==> src/rtl/reset_sequencer.sv <==
// Releases p_num_stages reset domains one at a time, each gated by its ack.
// Latency: outputs are registered from the FSM state, one edge after the decision edge; i_reset acts on the same edge.
// Backpressure: none. A missing or dropped ack parks all domains in reset until i_reset or i_sw_reset_req.
module reset_sequencer #(
    parameter int p_num_stages  = 3,
    parameter int p_hold_cycles = 4,
    parameter int p_gap_cycles  = 2,
    parameter int p_ack_timeout = 8,
    localparam int lp_idx_w     = (p_num_stages > 1) ? $clog2(p_num_stages) : 1
) (
    input  logic                    i_clk,
    input  logic                    i_reset,
    input  logic                    i_sw_reset_req,
    input  logic [p_num_stages-1:0] i_stage_ack,
    output logic [p_num_stages-1:0] o_stage_reset,
    output logic                    o_done,
    output logic                    o_error,
    output logic [lp_idx_w-1:0]     o_err_stage
);

    localparam int lp_cnt_max_hg = (p_hold_cycles > p_gap_cycles) ? p_hold_cycles : p_gap_cycles;
    localparam int lp_cnt_max    = (lp_cnt_max_hg > p_ack_timeout) ? lp_cnt_max_hg : p_ack_timeout;
    localparam int lp_cnt_w      = $clog2(lp_cnt_max + 1);

    localparam logic [lp_idx_w-1:0] lp_last_stage = lp_idx_w'(p_num_stages - 1);
    localparam logic [lp_cnt_w-1:0] lp_hold_end   = lp_cnt_w'(p_hold_cycles - 1);
    localparam logic [lp_cnt_w-1:0] lp_gap_end    = lp_cnt_w'(p_gap_cycles - 1);
    localparam logic [lp_cnt_w-1:0] lp_ack_end    = lp_cnt_w'(p_ack_timeout);

    typedef enum logic [2:0] {
        ST_HOLD,
        ST_RELEASE_WAIT,
        ST_GAP,
        ST_DONE,
        ST_ERROR
    } state_t;

    state_t                    state_q, state_d;
    logic [lp_idx_w-1:0]       k_q, k_d;
    logic [lp_cnt_w-1:0]       cnt_q, cnt_d;
    logic [lp_idx_w-1:0]       err_k_q, err_k_d;
    logic [lp_idx_w-1:0]       lowest_drop;
    logic [p_num_stages-1:0]   stage_reset_d;

    // Scan downward so the last assignment wins with the lowest dropped index.
    always_comb begin
        lowest_drop = '0;
        for (int i = p_num_stages - 1; i >= 0; i--) begin
            if (!i_stage_ack[i]) begin
                lowest_drop = lp_idx_w'(i);
            end
        end
    end

    always_comb begin
        state_d = state_q;
        k_d     = k_q;
        cnt_d   = cnt_q;
        err_k_d = err_k_q;

        if (i_sw_reset_req) begin
            state_d = ST_HOLD;
            k_d     = '0;
            cnt_d   = '0;
            err_k_d = '0;
        end else begin
            case (state_q)
                ST_HOLD: begin
                    if (cnt_q == lp_hold_end) begin
                        state_d = ST_RELEASE_WAIT;
                        k_d     = '0;
                        cnt_d   = '0;
                    end else begin
                        cnt_d = cnt_q + 1'b1;
                    end
                end

                // The ack is honoured on the final window edge before timing out.
                ST_RELEASE_WAIT: begin
                    if (i_stage_ack[k_q]) begin
                        cnt_d = '0;
                        if (k_q == lp_last_stage) begin
                            state_d = ST_DONE;
                        end else if (p_gap_cycles == 0) begin
                            state_d = ST_RELEASE_WAIT;
                            k_d     = k_q + 1'b1;
                        end else begin
                            state_d = ST_GAP;
                        end
                    end else if (cnt_q == lp_ack_end) begin
                        state_d = ST_ERROR;
                        err_k_d = k_q;
                        cnt_d   = '0;
                    end else begin
                        cnt_d = cnt_q + 1'b1;
                    end
                end

                ST_GAP: begin
                    if (cnt_q == lp_gap_end) begin
                        state_d = ST_RELEASE_WAIT;
                        k_d     = k_q + 1'b1;
                        cnt_d   = '0;
                    end else begin
                        cnt_d = cnt_q + 1'b1;
                    end
                end

                ST_DONE: begin
                    if (!(&i_stage_ack)) begin
                        state_d = ST_ERROR;
                        err_k_d = lowest_drop;
                    end
                end

                ST_ERROR: begin
                    state_d = ST_ERROR;
                end

                default: begin
                    state_d = ST_HOLD;
                    k_d     = '0;
                    cnt_d   = '0;
                    err_k_d = '0;
                end
            endcase
        end
    end

    // Stages 0..k are out of reset while sequencing, which keeps the pattern a thermometer.
    always_comb begin
        stage_reset_d = '1;
        case (state_q)
            ST_RELEASE_WAIT, ST_GAP: begin
                for (int i = 0; i < p_num_stages; i++) begin
                    stage_reset_d[i] = (i > int'(k_q));
                end
            end
            ST_DONE: stage_reset_d = '0;
            default: stage_reset_d = '1;
        endcase
    end

    always_ff @(posedge i_clk) begin
        if (i_reset) begin
            state_q       <= ST_HOLD;
            k_q           <= '0;
            cnt_q         <= '0;
            err_k_q       <= '0;
            o_stage_reset <= '1;
            o_done        <= 1'b0;
            o_error       <= 1'b0;
            o_err_stage   <= '0;
        end else begin
            state_q       <= state_d;
            k_q           <= k_d;
            cnt_q         <= cnt_d;
            err_k_q       <= err_k_d;
            o_stage_reset <= stage_reset_d;
            o_done        <= (state_q == ST_DONE);
            o_error       <= (state_q == ST_ERROR);
            o_err_stage   <= (state_q == ST_ERROR) ? err_k_q : '0;
        end
    end

endmodule

==> config.mk <==
export PLATFORM = sky130hd
export DESIGN_NAME = reset_sequencer
export DESIGN_NICKNAME = d
export VERILOG_FILES = /design/src/rtl/reset_sequencer.sv
export SDC_FILE = /design/constraint.sdc
export NUM_CORES = 1
export LEC_CHECK = 0
export ABC_CLOCK_PERIOD_IN_PS = 3300
export CELL_PAD_IN_SITES_DETAIL_PLACEMENT = 2
export CELL_PAD_IN_SITES_GLOBAL_PLACEMENT = 2
export CORE_ASPECT_RATIO = 2
export CORE_UTILIZATION = 35
export DETAILED_ROUTE_END_ITERATION = 7
export HOLD_SLACK_MARGIN = 0.12
export PLACE_DENSITY_LB_ADDON = 0.15
export SLEW_MARGIN = 30
export SYNTH_ARGS = -nofsm -noshare
export SYNTH_HDL_FRONTEND = slang
export SYNTH_SLANG_ARGS = --single-unit
==> constraint.sdc <==
create_clock -name i_clk -period 3.3 [get_ports i_clk]
set_clock_uncertainty 0.1 [all_clocks]
set_input_delay 0.825 -clock i_clk [delete_from_list [all_inputs] [get_ports i_clk]]
set_output_delay 0.825 -clock i_clk [all_outputs]
set_load 0.01 [all_outputs]
Word-level counts from Yosys, hierarchy flattened
Index checks and enable logic that the tools add are counted.

$lt $le $gt $ge: 3. Reductions and logical operators: 11. Bitwise logic cells: 3. Mux-type cells: 25. $add $sub $neg: 2. Equality and inequality tests: 14.

Operators by type and width (count): 2-to-1 mux 2 bit (8); 2-to-1 mux 4 bit (4); case mux 4 bit (4 select lines) (1); 2-to-1 mux 3 bit (5); case mux 3 bit (5 select lines) (1); case mux 2 bit (3 select lines) (2); != test 2 bit, second input constant (5); AND reduction 4 bit (2); OR reduction 2 bit (4); equality test 3 x 2 -> 1 bit, second input constant (2); case mux 3 bit (2 select lines) (1); AND reduction 3 bit (2); OR reduction 3 bit (2); adder 4 x 1 -> 4 bit, second input constant (1); equality test 4 x 1 -> 1 bit, second input constant (1); equality test 4 x 2 -> 1 bit, second input constant (1); equality test 4 bit, second input constant (1); equality test 3 x 1 -> 1 bit, second input constant (1); equality test 3 bit, second input constant (1); logical NOT 3 bit (1); less-than comparator 2 x 3 -> 1 bit, second input constant (1); != test 3 bit, second input constant (1); NOT 1 bit (3); adder 2 x 1 -> 2 bit, second input constant (1); other kinds (5) (6).

Bits of input ports: 6. Output and inout bits: 7. Word-level logic and storage cells: 66. Register bits after elaboration: 18.

Longest topological paths before layout
Word-level depth: 5. Mapped depth: 6. Gate-level depth less buffers: 6.

Worst setup path before layout
OpenSTA, ideal clock, no wires.

Path kind: in2reg. From: input i_stage_ack[2]. To: register state_q[0]. Cell stages on the path: 4. Data required time: 3.134 ns. Data arrival time: 1.774 ns. Slack: 1.360 ns. Path buffers: 0. Setup time: 0.066 ns. Cells stage by stage: mux2i_1 > or4b_1 > a311o_1 > a21oi_2.

Longest elaborated chain between the ends: 4. Elaborated cells between the ends (all ways): 8. Classes of those cells: eq/ne: 2; mux: 4; reduce/logical: 2.

Ends and longest elaborated chain: from (decl) (RTL line 14) `input logic [p_num_stages-1:0] i_stage_ack,`; binary-select mux 1 bit (select 2 bit) (RTL line 80) `if (i_stage_ack[k_q]) begin`; 2-to-1 mux 1 bit (implied by the code) (RTL line 80); 2-to-1 mux 3 bit / != test 3 bit (equally long branches); case mux 3 bit (5 select lines) / AND reduction 4 bit (equally long branches); to (signal assigned) (RTL line 155) `state_q <= state_d;`; to (decl) (RTL line 38) `state_t state_q, state_d;`.

Several ways; a longest one is shown, not always the timed one. The select of a mux whose other input is x is not followed. A chain may end at the register's enable or synchronous reset.

Final worst setup path
From: input i_stage_ack[0]. To: register state_q[0].

Same word-level chain as after synthesis.

==> results.txt <==
* Largest net degree at the start of global routing: 20
- Net count of the finished layout: 145
- At the worst endpoint, the required time is 3400 ps.
- Largest area contributor in the synthesized netlist: sky130_fd_sc_hd__dfxtp_1
* Period utilisation layout: 71.9%
- Along the worst path, the maximum fanout reaches 4.
* Number of input and output port buffers inserted: 12
* Top FF cell, synth: sky130_fd_sc_hd__dfxtp_1
- I/O Pins: 13
- Final worst hold slack: 374 ps
* Worst rel slew slack: 58.5%
- Total power density per cell area: 349 nW/um2
- Detail-routed via count per cell: 6.21
* Area taken by flip-flops and latches: 360 um2
- In the post-route analysis, the smallest setup slack over all paths is 926 ps.
- Count of flip-flops with a built-in enable after synthesis: 0
* Critical path, cell by cell: clkdlybuf4s50_1 > mux2i_1 > or4b_1 > a311o_1 > a21oi_2
* Worst hold path startpoint: err_k_q[0]
* Later-pin clock latency in the skew report: 260 ps
- Synthesis-stage register bit count: 18
* Area fraction of the dominant cell type after synthesis: 34.1%
* Filler Cells Inserted: 332
* Synth unique cells: 46
* Global-route wire length before repair: 5.24 mm
- In the layout the commonest cells are sky130_fd_sc_hd__dfxtp_1, sky130_fd_sc_hd__clkdlybuf4s50_1, sky130_fd_sc_hd__o21ai_0.
* Most common cell after layout, fill and taps aside: sky130_fd_sc_hd__dfxtp_1
- From synthesis to final layout, the design area changed by 18.5%.
* CTS tree: yes
- Diodes inserted: 0
- Max-cap violation count: 0
- Setup violations remaining at the end of the flow were counted as 0.
- Area inside the core boundary: 2800 um2
* Number of synthesis warnings: 0
- Average wire per standard cell: 20.5 um
- After the first detailed-routing iteration, the DRC count stood at 19.
* Maximum operating frequency: 421 MHz
* Sum of negative setup slack: 0 ps
- The number of gates resized after CTS was 0.
- Critical-path top delay cell: sky130_fd_sc_hd__clkdlybuf4s50_1
- The number of hold violations in the final report was 0.
* Final critical delay including setup and external delays: 2370 ps
- The cell family contributing the most delay on the critical path is buffers and inverters.
* Hold buffers post-CTS: 0
* Top cells by area, synth: sky130_fd_sc_hd__dfxtp_1, sky130_fd_sc_hd__ha_1, sky130_fd_sc_hd__o21ai_0
* Number of design rule violations left after detail routing: 0
- The tree built by TritonCTS fans out to 18 sinks.
- Total standard cell area after synthesis: 1060 um2
- Leakage: 0.411 nW
* Area of the die: 3250 um2
- Status: completed
* Kind of launch point of the worst setup path: input port
- Once detail routing completed, the nets flagged for antenna violations numbered 0.
- Critical Path Start: i_stage_ack[0]
- The HPWL after detailed placement is 2.44 mm.
- The die is 40.8 um wide.
* Sum of routed wire length over all layers: 3.30 mm
- Summing all multi-input logic gate instances after layout gives 646 um2.
- The largest single stage delay on the critical path is 530 ps.
- Grt total ovfl: 0
- Kind of end point of the critical path: flop
- Maximum level of the CTS H-tree: 1
- Pre-CTS worst setup slack: 727 ps
* Total clock buffers created by CTS: 3
- Share of async-settable or async-resettable flops after synthesis: 0%
- Global routing consumed, over all layers together, 23.8% of the routing resources.
- The longest clock path from root to sink contains 2 buffers.
- For this configuration, the core starts out at a cell density of 37.7%.
* Number of global-route vias before repair: 1061
* Synthesized netlist net count: 133
* Worst reg2reg startpoint: state_q[1]
* Vias post-DR: 1000
- Synthesis produced 121 cells.
* Share of post-route cells with drive strength above 1: 7.58%
- Chip height: 79.7 um
- Peak supply drop: 0.187 mV
* Last weighted congestion value of the routability-driven placer: 0.812
- Tightest Pin Transition: 620 ps
- Setup repair after global routing missed its margin: false
- The cell sitting at the root of the clock tree is a sky130_fd_sc_hd__clkbuf_8.
- The number of pins with negative max-slew slack in the final report was 0.
* Average size of a mapped cell: 8.73 um2
* Part of the Yosys area used for sequential elements: 34.1%
- In this run the worst hold path is classified as flop to flop.
- Rows: 27
- In this run the post-CTS setup repair buffer count came out at 0.
- Worst path buffer plus inverter count: 1
- Clock transition at the registers of the reported paths: 70 ps
- Total iterations of the first detailed-routing run: 4
* CP arrival: 2470 ps
- The initial antenna violation count came to 0.
- The worst setup path is of the input port to flop kind.
per-layer routing:
layer	vias to the layer above	part of all wire, %	global-route usage [%]
met5	-	0	0
met4	0	4.0	12.7
met3	11	2.1	3.06
met2	17	58	43.3
met1	501	36	22.8
li1	471	-	-
Yosys cell counts, types with 4 or more instances:
cell and instances:
sky130_fd_sc_hd__nand2_1 9, sky130_fd_sc_hd__nor3_1 4, sky130_fd_sc_hd__dfxtp_1 18, sky130_fd_sc_hd__a21oi_1 5, sky130_fd_sc_hd__clkbuf_1 4, sky130_fd_sc_hd__nor2_1 4
sky130_fd_sc_hd__inv_1 7, sky130_fd_sc_hd__ha_1 6, sky130_fd_sc_hd__o21ai_0 10
logic make-up (layout without fill, tap and decap cells):
logic type	count (synthesis)	count (layout)	synth area share [%]
AND/OR/NAND/NOR	42	42	23.1
AO/OA/AOI/OAI	38	38	27.1
flip-flops	18	18	34.1
buffers and inverters	13	24	4.74
adder cells (fa/ha/maj)	7	7	8.06
multiplexers	3	3	2.84
final cells by class:
type / instances / area share, %
Inverter: 7 / 2.10
Multi-Input combinational cell: 90 / 51.6
Tap cell: 29 / 2.90
Clock buffer: 4 / 4.40
Sequential cell: 18 / 28.8
Timing Repair Buffer: 13 / 10.2
registers in the layout, indices dropped and copies added, names as in the netlist:
name	flops
o_err_stage	2
o_stage_reset	3
cnt_q	4
k_q	2
state_q	3
err_k_q	2
o_error	1
o_done	1
power breakdown:
group	internal (mW)	total, mW	switching (mW)
Sequential	0.218	0.221	0.00257
Clock	0.106	0.190	0.0835
Combinational	0.0117	0.0261	0.0144
Total	0.337	0.437	0.100
per-stage QoR:
step	total power, mW	std cells	util (%)	instance area (um2)
6_report	0.437	161	44.6	1250
5_1_grt	0.449	161	44.6	1250
4_1_cts	0.437	161	44.6	1250
3_5_place_dp	0.252	157	42.7	1200
3_3_place_gp	0.252	157	42.7	1200
2_1_floorplan	0.239	121	-	1060
worst min-delay path: cells and delay by family, from the launching register on:
family	cells	cell delay [ps]
flip-flops	1	310
multiplexers	1	60
AND/OR/NAND/NOR	1	50
final timing paths:
kind / endpoint / cells after the start / slack, ps
worst max-delay path: state_q[0] / 5 / 930
worst min-delay path: err_k_q[0] / 2 / 370
worst max register to register: cnt_q[2] / 5 / 1210
worst min register to register: err_k_q[0] / 2 / 370
Note: power is estimated with default switching activity, not from simulation.
